## config.mk

```make
export PLATFORM = sky130hd
export DESIGN_NAME = framebuffer_write_queue_flat
export DESIGN_NICKNAME = d
export VERILOG_FILES = /design/src/rtl/framebuffer_write_queue_if.sv /design/src/rtl/framebuffer_write_queue.sv /design/src/flat_wrapper.sv
export SDC_FILE = /design/constraint.sdc
export NUM_CORES = 1
export LEC_CHECK = 0
export ABC_AREA = 1
export CAP_MARGIN = 20
export CORE_ASPECT_RATIO = 0.75
export CORE_MARGIN = 3
export CORE_UTILIZATION = 50
export DETAILED_ROUTE_END_ITERATION = 8
export GPL_TIMING_DRIVEN = 0
export HOLD_SLACK_MARGIN = 0.02
export PLACE_DENSITY_LB_ADDON = 0.08
export SETUP_SLACK_MARGIN = 0.02
export SYNTH_ARGS = -nofsm -noshare
export SYNTH_HDL_FRONTEND = slang
export SYNTH_SLANG_ARGS = --single-unit
```

## constraint.sdc

```tcl
create_clock -name clk -period 3.8 [get_ports clk]
set_input_delay 0.57 -clock clk [delete_from_list [all_inputs] [get_ports clk]]
set_output_delay 0.57 -clock clk [all_outputs]
set_load 0.02 [all_outputs]
```

## src/rtl/framebuffer_write_queue_if.sv

```systemverilog
// Bus between the pixel-write command path, the queue and the RAM arbiter.
// The master side drives write strobes and the grant; the slave side is the queue.
interface framebuffer_write_queue_if #(
  parameter int ROW_BITS  = 5,
  parameter int COL_BITS  = 7,
  parameter int PIX_BITS  = 2,
  parameter int ADDR_BITS = 11
);
  logic [ROW_BITS-1:0]  row;
  logic [COL_BITS-1:0]  column;
  logic [PIX_BITS-1:0]  pixel;
  logic [7:0]           data_in;
  logic                 write_enable;
  logic                 access_start;
  logic                 ram_grant;
  logic                 ram_req;
  logic                 ram_we;
  logic [ADDR_BITS-1:0] ram_addr;
  logic [7:0]           ram_data;
  logic                 full;
  logic                 overflow;
  logic                 range_error;
  logic [15:0]          write_count;

  modport master (
    output row, column, pixel, data_in, write_enable, access_start, ram_grant,
    input  ram_req, ram_we, ram_addr, ram_data, full, overflow, range_error, write_count
  );

  modport slave (
    input  row, column, pixel, data_in, write_enable, access_start, ram_grant,
    output ram_req, ram_we, ram_addr, ram_data, full, overflow, range_error, write_count
  );
endinterface

```

## src/rtl/framebuffer_write_queue.sv

```systemverilog
// Framebuffer write queue: turns row/column/byte write strobes into linear
// byte addresses, buffers them in a small FIFO and drains them into the
// shared framebuffer RAM whenever the arbiter grants the write port.
module framebuffer_write_queue #(
  parameter int BYTES_PER_PIXEL = 2,
  parameter int PIXEL_HEIGHT    = 16,
  parameter int PIXEL_WIDTH     = 64,
  parameter int DEPTH           = 4,
  parameter int ADDR_BITS       = $clog2(PIXEL_HEIGHT*PIXEL_WIDTH*BYTES_PER_PIXEL)
) (
  input logic                    clk,
  input logic                    reset,
  framebuffer_write_queue_if.slave bus
);
  // Coordinate fields are one bit wider than strictly needed so that
  // out-of-range values such as row == PIXEL_HEIGHT can be presented and rejected.
  localparam int ROW_BITS = $clog2(PIXEL_HEIGHT + 1);
  localparam int COL_BITS = $clog2(PIXEL_WIDTH + 1);
  localparam int PIX_BITS = $clog2(BYTES_PER_PIXEL + 1);
  localparam int PTR_BITS = $clog2(DEPTH);

  localparam logic [ROW_BITS-1:0]  LP_HEIGHT = ROW_BITS'(PIXEL_HEIGHT);
  localparam logic [COL_BITS-1:0]  LP_WIDTH  = COL_BITS'(PIXEL_WIDTH);
  localparam logic [PIX_BITS-1:0]  LP_BPP    = PIX_BITS'(BYTES_PER_PIXEL);
  localparam logic [ADDR_BITS:0]   LP_WIDE_W = (ADDR_BITS+1)'(PIXEL_WIDTH);
  localparam logic [ADDR_BITS:0]   LP_WIDE_B = (ADDR_BITS+1)'(BYTES_PER_PIXEL);
  localparam logic [PTR_BITS:0]    LP_DEPTH  = (PTR_BITS+1)'(DEPTH);

  logic [ADDR_BITS-1:0] r_memAddr [DEPTH];
  logic [7:0]           r_memData [DEPTH];
  logic [PTR_BITS-1:0]  r_wrPtr;
  logic [PTR_BITS-1:0]  r_rdPtr;
  logic [PTR_BITS:0]    r_count;
  logic                 r_overflow;
  logic                 r_rangeError;
  logic [15:0]          r_writeCount;

  logic [ADDR_BITS:0]   w_addrWide;
  logic                 w_inRange;
  logic                 w_req;
  logic                 w_full;
  logic                 w_pop;
  logic                 w_push;
  logic                 w_dropFull;
  logic                 w_dropRange;

  assign w_addrWide = (((ADDR_BITS+1)'(bus.row) * LP_WIDE_W) + (ADDR_BITS+1)'(bus.column))
                      * LP_WIDE_B + (ADDR_BITS+1)'(bus.pixel);
  assign w_inRange  = (bus.row < LP_HEIGHT) && (bus.column < LP_WIDTH) && (bus.pixel < LP_BPP);

  assign w_req       = (r_count != '0);
  assign w_full      = (r_count == LP_DEPTH);
  assign w_pop       = w_req && bus.ram_grant;
  assign w_push      = bus.write_enable && w_inRange && (!w_full || w_pop);
  assign w_dropFull  = bus.write_enable && w_inRange && w_full && !w_pop;
  assign w_dropRange = bus.write_enable && !w_inRange;

  assign bus.ram_req     = w_req;
  assign bus.ram_we      = w_pop;
  assign bus.ram_addr    = r_memAddr[r_rdPtr];
  assign bus.ram_data    = r_memData[r_rdPtr];
  assign bus.full        = w_full;
  assign bus.overflow    = r_overflow;
  assign bus.range_error = r_rangeError;
  assign bus.write_count = r_writeCount;

  // FIFO storage and pointers; a push in the same cycle as a pop may land in a full queue.
  always_ff @(posedge clk) begin
    if (reset) begin
      for (int i = 0; i < DEPTH; i++) begin
        r_memAddr[i] <= '0;
        r_memData[i] <= '0;
      end
      r_wrPtr <= '0;
      r_rdPtr <= '0;
      r_count <= '0;
    end else begin
      if (w_push) begin
        r_memAddr[r_wrPtr] <= w_addrWide[ADDR_BITS-1:0];
        r_memData[r_wrPtr] <= bus.data_in;
        r_wrPtr            <= r_wrPtr + 1'b1;
      end
      if (w_pop) begin
        r_rdPtr <= r_rdPtr + 1'b1;
      end
      case ({w_push, w_pop})
        2'b10:   r_count <= r_count + 1'b1;
        2'b01:   r_count <= r_count - 1'b1;
        default: r_count <= r_count;
      endcase
    end
  end

  // Sticky error flags; a new error in the clearing cycle takes precedence over the clear.
  always_ff @(posedge clk) begin
    if (reset) begin
      r_overflow   <= 1'b0;
      r_rangeError <= 1'b0;
    end else begin
      if (w_dropFull) begin
        r_overflow <= 1'b1;
      end else if (bus.access_start) begin
        r_overflow <= 1'b0;
      end
      if (w_dropRange) begin
        r_rangeError <= 1'b1;
      end else if (bus.access_start) begin
        r_rangeError <= 1'b0;
      end
    end
  end

  // Count of bytes committed to RAM, wrapping and cleared only by reset.
  always_ff @(posedge clk) begin
    if (reset) begin
      r_writeCount <= '0;
    end else if (w_pop) begin
      r_writeCount <= r_writeCount + 16'd1;
    end
  end
endmodule

```

## src/flat_wrapper.sv

```systemverilog
// flat-port wrapper written by rule: the top's interface ports become plain ports
module framebuffer_write_queue_flat 
#(
  parameter int BYTES_PER_PIXEL = 2,
  parameter int PIXEL_HEIGHT    = 16,
  parameter int PIXEL_WIDTH     = 64,
  parameter int DEPTH           = 4,
  parameter int ADDR_BITS       = $clog2(PIXEL_HEIGHT*PIXEL_WIDTH*BYTES_PER_PIXEL)
)
  (clk, reset, bus_row, bus_column, bus_pixel, bus_data_in, bus_write_enable, bus_access_start, bus_ram_grant, bus_ram_req, bus_ram_we, bus_ram_addr, bus_ram_data, bus_full, bus_overflow, bus_range_error, bus_write_count);
  framebuffer_write_queue_if #(.ROW_BITS(5), .COL_BITS(7), .PIX_BITS(2), .ADDR_BITS(ADDR_BITS)) bus_i ();
  input logic clk;
  input logic reset;
  input wire logic [$bits(bus_i.row)-1:0] bus_row;
  input wire logic [$bits(bus_i.column)-1:0] bus_column;
  input wire logic [$bits(bus_i.pixel)-1:0] bus_pixel;
  input wire logic [$bits(bus_i.data_in)-1:0] bus_data_in;
  input wire logic [$bits(bus_i.write_enable)-1:0] bus_write_enable;
  input wire logic [$bits(bus_i.access_start)-1:0] bus_access_start;
  input wire logic [$bits(bus_i.ram_grant)-1:0] bus_ram_grant;
  output wire logic [$bits(bus_i.ram_req)-1:0] bus_ram_req;
  output wire logic [$bits(bus_i.ram_we)-1:0] bus_ram_we;
  output wire logic [$bits(bus_i.ram_addr)-1:0] bus_ram_addr;
  output wire logic [$bits(bus_i.ram_data)-1:0] bus_ram_data;
  output wire logic [$bits(bus_i.full)-1:0] bus_full;
  output wire logic [$bits(bus_i.overflow)-1:0] bus_overflow;
  output wire logic [$bits(bus_i.range_error)-1:0] bus_range_error;
  output wire logic [$bits(bus_i.write_count)-1:0] bus_write_count;
  assign bus_i.row = bus_row;
  assign bus_i.column = bus_column;
  assign bus_i.pixel = bus_pixel;
  assign bus_i.data_in = bus_data_in;
  assign bus_i.write_enable = bus_write_enable;
  assign bus_i.access_start = bus_access_start;
  assign bus_i.ram_grant = bus_ram_grant;
  assign bus_ram_req = bus_i.ram_req;
  assign bus_ram_we = bus_i.ram_we;
  assign bus_ram_addr = bus_i.ram_addr;
  assign bus_ram_data = bus_i.ram_data;
  assign bus_full = bus_i.full;
  assign bus_overflow = bus_i.overflow;
  assign bus_range_error = bus_i.range_error;
  assign bus_write_count = bus_i.write_count;
  framebuffer_write_queue #(.BYTES_PER_PIXEL(BYTES_PER_PIXEL), .PIXEL_HEIGHT(PIXEL_HEIGHT), .PIXEL_WIDTH(PIXEL_WIDTH), .DEPTH(DEPTH), .ADDR_BITS(ADDR_BITS)) u_core (.clk(clk), .reset(reset), .bus(bus_i));
endmodule
```

==> metrics.txt <==
final worst slack=0.718 ns; # port buffers=66; routability cong.=0.923; syn nets=593; Die Y=91.9 µm; worst hold path class=reg -> reg; Slowest cell on crit path=clkdlybuf4s50_1; clk_skew=0.00385 ns; Power Dens Cells=505 nW/µm²; R2R Path Start=u_core.r_count[0]; Critical Path Most Common Cell=clkbuf_1; Die Width=121 µm; worst hold stages=2; fin. max-slew vios=0; Required @ worst endpoint=3.23 ns; Worst setup SP type=flip-flop; Post-Route Utilization=65.3%; data arrival time of the worst path=2.51 ns; Psw=925 µW; Post-Syn Area=4920 µm²; Skew-Pair Late Insertion Delay=0.34 ns; DRT iter0 DRCs=319; largest net degree at the start of global routing=20; Max-slew headroom=33.7%; endpoint type of the worst setup path=primary output; final hold viol count=0; crit path max fanout=10; CP peak stage delay=0.65 ns; endpoints failing setup=0; DRT Wirelength=12100 µm; CTS tree=yes; Initial Utilization=52.9%; cells along the critical path=clkbuf_1 > clkbuf_1 > o21ai_0 > o22ai_1 > clkdlybuf4s50_1; first-pass GRT wire length=19400 µm; DRC viols=0; Post-Synthesis Cells=560; Worst-Margin Slew=0.992 ns; Net Sw Frac=30.1%; Leak=0.00237 µW; Core ar.=9310 µm²; Post-Place Setup Slack=0.651 ns; DP Area=5770 µm²; Pre-Repair DR Iteration Count=5; Avg Inst Size Synth=8.79 µm²; gr usage total=22.6%; WHS=0.469 ns; ys async rst share=0%; clock sinks=103; register area=2820 µm²; Clock Pin Slew Worst Setup and Hold Paths=0.07 ns; Ys Warns=0; worst vdd ir=0.263 mV; main area contributors after synthesis=edfxtp_1, dfxtp_1, nor2_1; CP top delay family=buffers and inverters; largest area contributor in the netlist=edfxtp_1; Multi-input gate area=1760 µm²; per-cell routed wire length=15.7 µm; post_cts resized=0; CTS Root Buffer Type=clkbuf_16; RSZ-0062 raised after global routing=false; WP buf/inv=3; number of global-route vias before repair=3778; number of H-tree levels=3; I/O pin count=67; GRT Residual Overflow=0; Site Rows=30; Antenna diodes=0; number of antenna violations at the first check in global routing=0; Layout area overhead=23.6%; post-synthesis sequential area ratio=57.4%; Worst R2R End=u_core.r_memAddr[0][2]; CTS Hold Bufs=0; FILL cells=799; ys flop type=edfxtp_1; top-area cell type share of the netlist area=46.4%; Yosys reg bits=103; fin crit period=3.08 ns; maximum clock rate=324 MHz; Reg power frac=42.3%; power share of the clock group=31.4%; Via density=5.23; hpwl dp=8510 µm; Post-synth EDFFs=76; synth unique cells=30; CTS Buffer Depth=2; layout cells sized above 1=6.21%; Detail Route Antenna Nets=0; final net count=672; internal power=2150 µW; status=completed; postcts setup bufs=0; kind of critical path=reg -> out; Inserted Clock Buffers=9; DIE AREA=11100 µm²; Worst Hold End=u_core.bus.range_error; Worst Reg-to-Reg Cells=9; R2R Setup Slk=1.39 ns; min-delay src=u_core.bus.range_error; Critical Path Stages=5; fin area=6080 µm²; period utilisation layout=81.1%; Comb power frac=26.3%; max_cap viols=0; via count=4041
==> cells in the mapped netlist (5+ instances only) <==
master,n
inv_1,63
dfxtp_1,27
buf_2,5
o22ai_1,19
nand3_1,17
nor3_1,9
nand2_1,95
ha_1,5
o21ai_0,52
nand4_1,6
clkbuf_1,12
edfxtp_1,76
a21oi_1,18
nor2_1,131
==> per-stage QoR <==
step                      std cells  TNS (ns)  total power [µW]
after CTS                       772         0              3090
after global placement          754    -15.08              2110
after floorplan                 560         0              1770
after global routing            772         0              3200
final                           772         0              3070
after detailed placement        756         0              2130
==> power by group through the flow <==
stage | combinational, µW | clock (µW) | sequential, µW
after floorplan | 447 | 0 | 1330
after global placement | 787 | 0 | 1320
after detailed placement | 803 | 0 | 1330
after CTS | 807 | 978 | 1300
after global routing | 875 | 1020 | 1310
final | 808 | 964 | 1300
==> layout make-up <==
type | count | area share (%)
clock buffer | 9 | 3.70
timing repair buffer | 68 | 11.2
multi-input combinational | 373 | 28.9
inverter | 64 | 3.95
clock inverter | 7 | 1.44
buffer | 20 | 1.71
tap | 128 | 2.63
sequential | 103 | 46.4
==> cells in the final DEF (no fill, tap or decap), types with 2 or more instances in the layout <==
| master | n |
|---|---|
| a21oi_1 | 18 |
| buf_2 | 5 |
| buf_6 | 5 |
| bufinv_16 | 2 |
| clkbuf_1 | 12 |
| clkbuf_16 | 9 |
| clkdlybuf4s50_1 | 66 |
| clkinv_2 | 3 |
| dfxtp_1 | 27 |
| edfxtp_1 | 76 |
| ha_1 | 5 |
| inv_1 | 63 |
| nand2_1 | 95 |
| nand2_2 | 3 |
| nand3_1 | 17 |
| nand4_1 | 6 |
| nor2_1 | 131 |
| nor2_2 | 3 |
| nor2_4 | 3 |
| nor3_1 | 8 |
| o21ai_0 | 52 |
| o22ai_1 | 19 |
| xor2_1 | 2 |
==> registers in the layout (all words and copies together) (netlist names), named ones only <==
signal / cells
u_core.r_memAddr: 44
u_core.r_memData: 32
u_core.bus.write_count: 16
u_core.r_count: 3
u_core.r_rdPtr: 2
u_core.r_wrPtr: 2
u_core.bus.overflow: 1
u_core.bus.range_error: 1
==> worst register-to-register path, stage by stage, from the launching register on <==
cell,delay [ns]
dfxtp_1,0.38
nor2_2,0.06
nand2_2,0.11
nor2_4,0.06
nor2_2,0.12
nand2_2,0.09
nor2_4,0.15
nand2_4,0.14
buf_6,0.18
nand2_1,0.73
==> worst max path at each step <==
stage	end	slack [ns]
2_1_floorplan	u_core.r_memAddr[3][0]	0.94
3_3_place_gp	u_core.r_memData[3][3]	-0.80
3_5_place_dp	u_core.r_memData[0][7]	0.65
4_1_cts	bus_ram_addr[9]	0.72
5_1_grt	bus_ram_addr[9]	0.57
6_report	bus_ram_addr[9]	0.72
==> routing by layer <==
metal / track usage, % / part of all wire, % / vias to the layer above
li1: - / - / 2026
met1: 33.2 / 46 / 1842
met2: 33.1 / 43 / 160
met3: 6.17 / 9.0 / 13
met4: 6.23 / 1.1 / 0
met5: 0 / 0 / -
==> cell families (layout without fill, tap and decap cells) <==
| group | Yosys count | after routing | share of synthesized area (%) |
|---|---|---|---|
| and+or+nand+nor | 271 | 271 | 23.2 |
| adders and majority gates | 6 | 6 | 1.68 |
| buffers and inverters | 84 | 168 | 6.99 |
| xor gates and xnor gates | 3 | 3 | 0.534 |
| DFF | 103 | 103 | 57.4 |
| AOI/OAI and AO/OA | 93 | 93 | 10.2 |
Power figures use the tool's default switching activity.
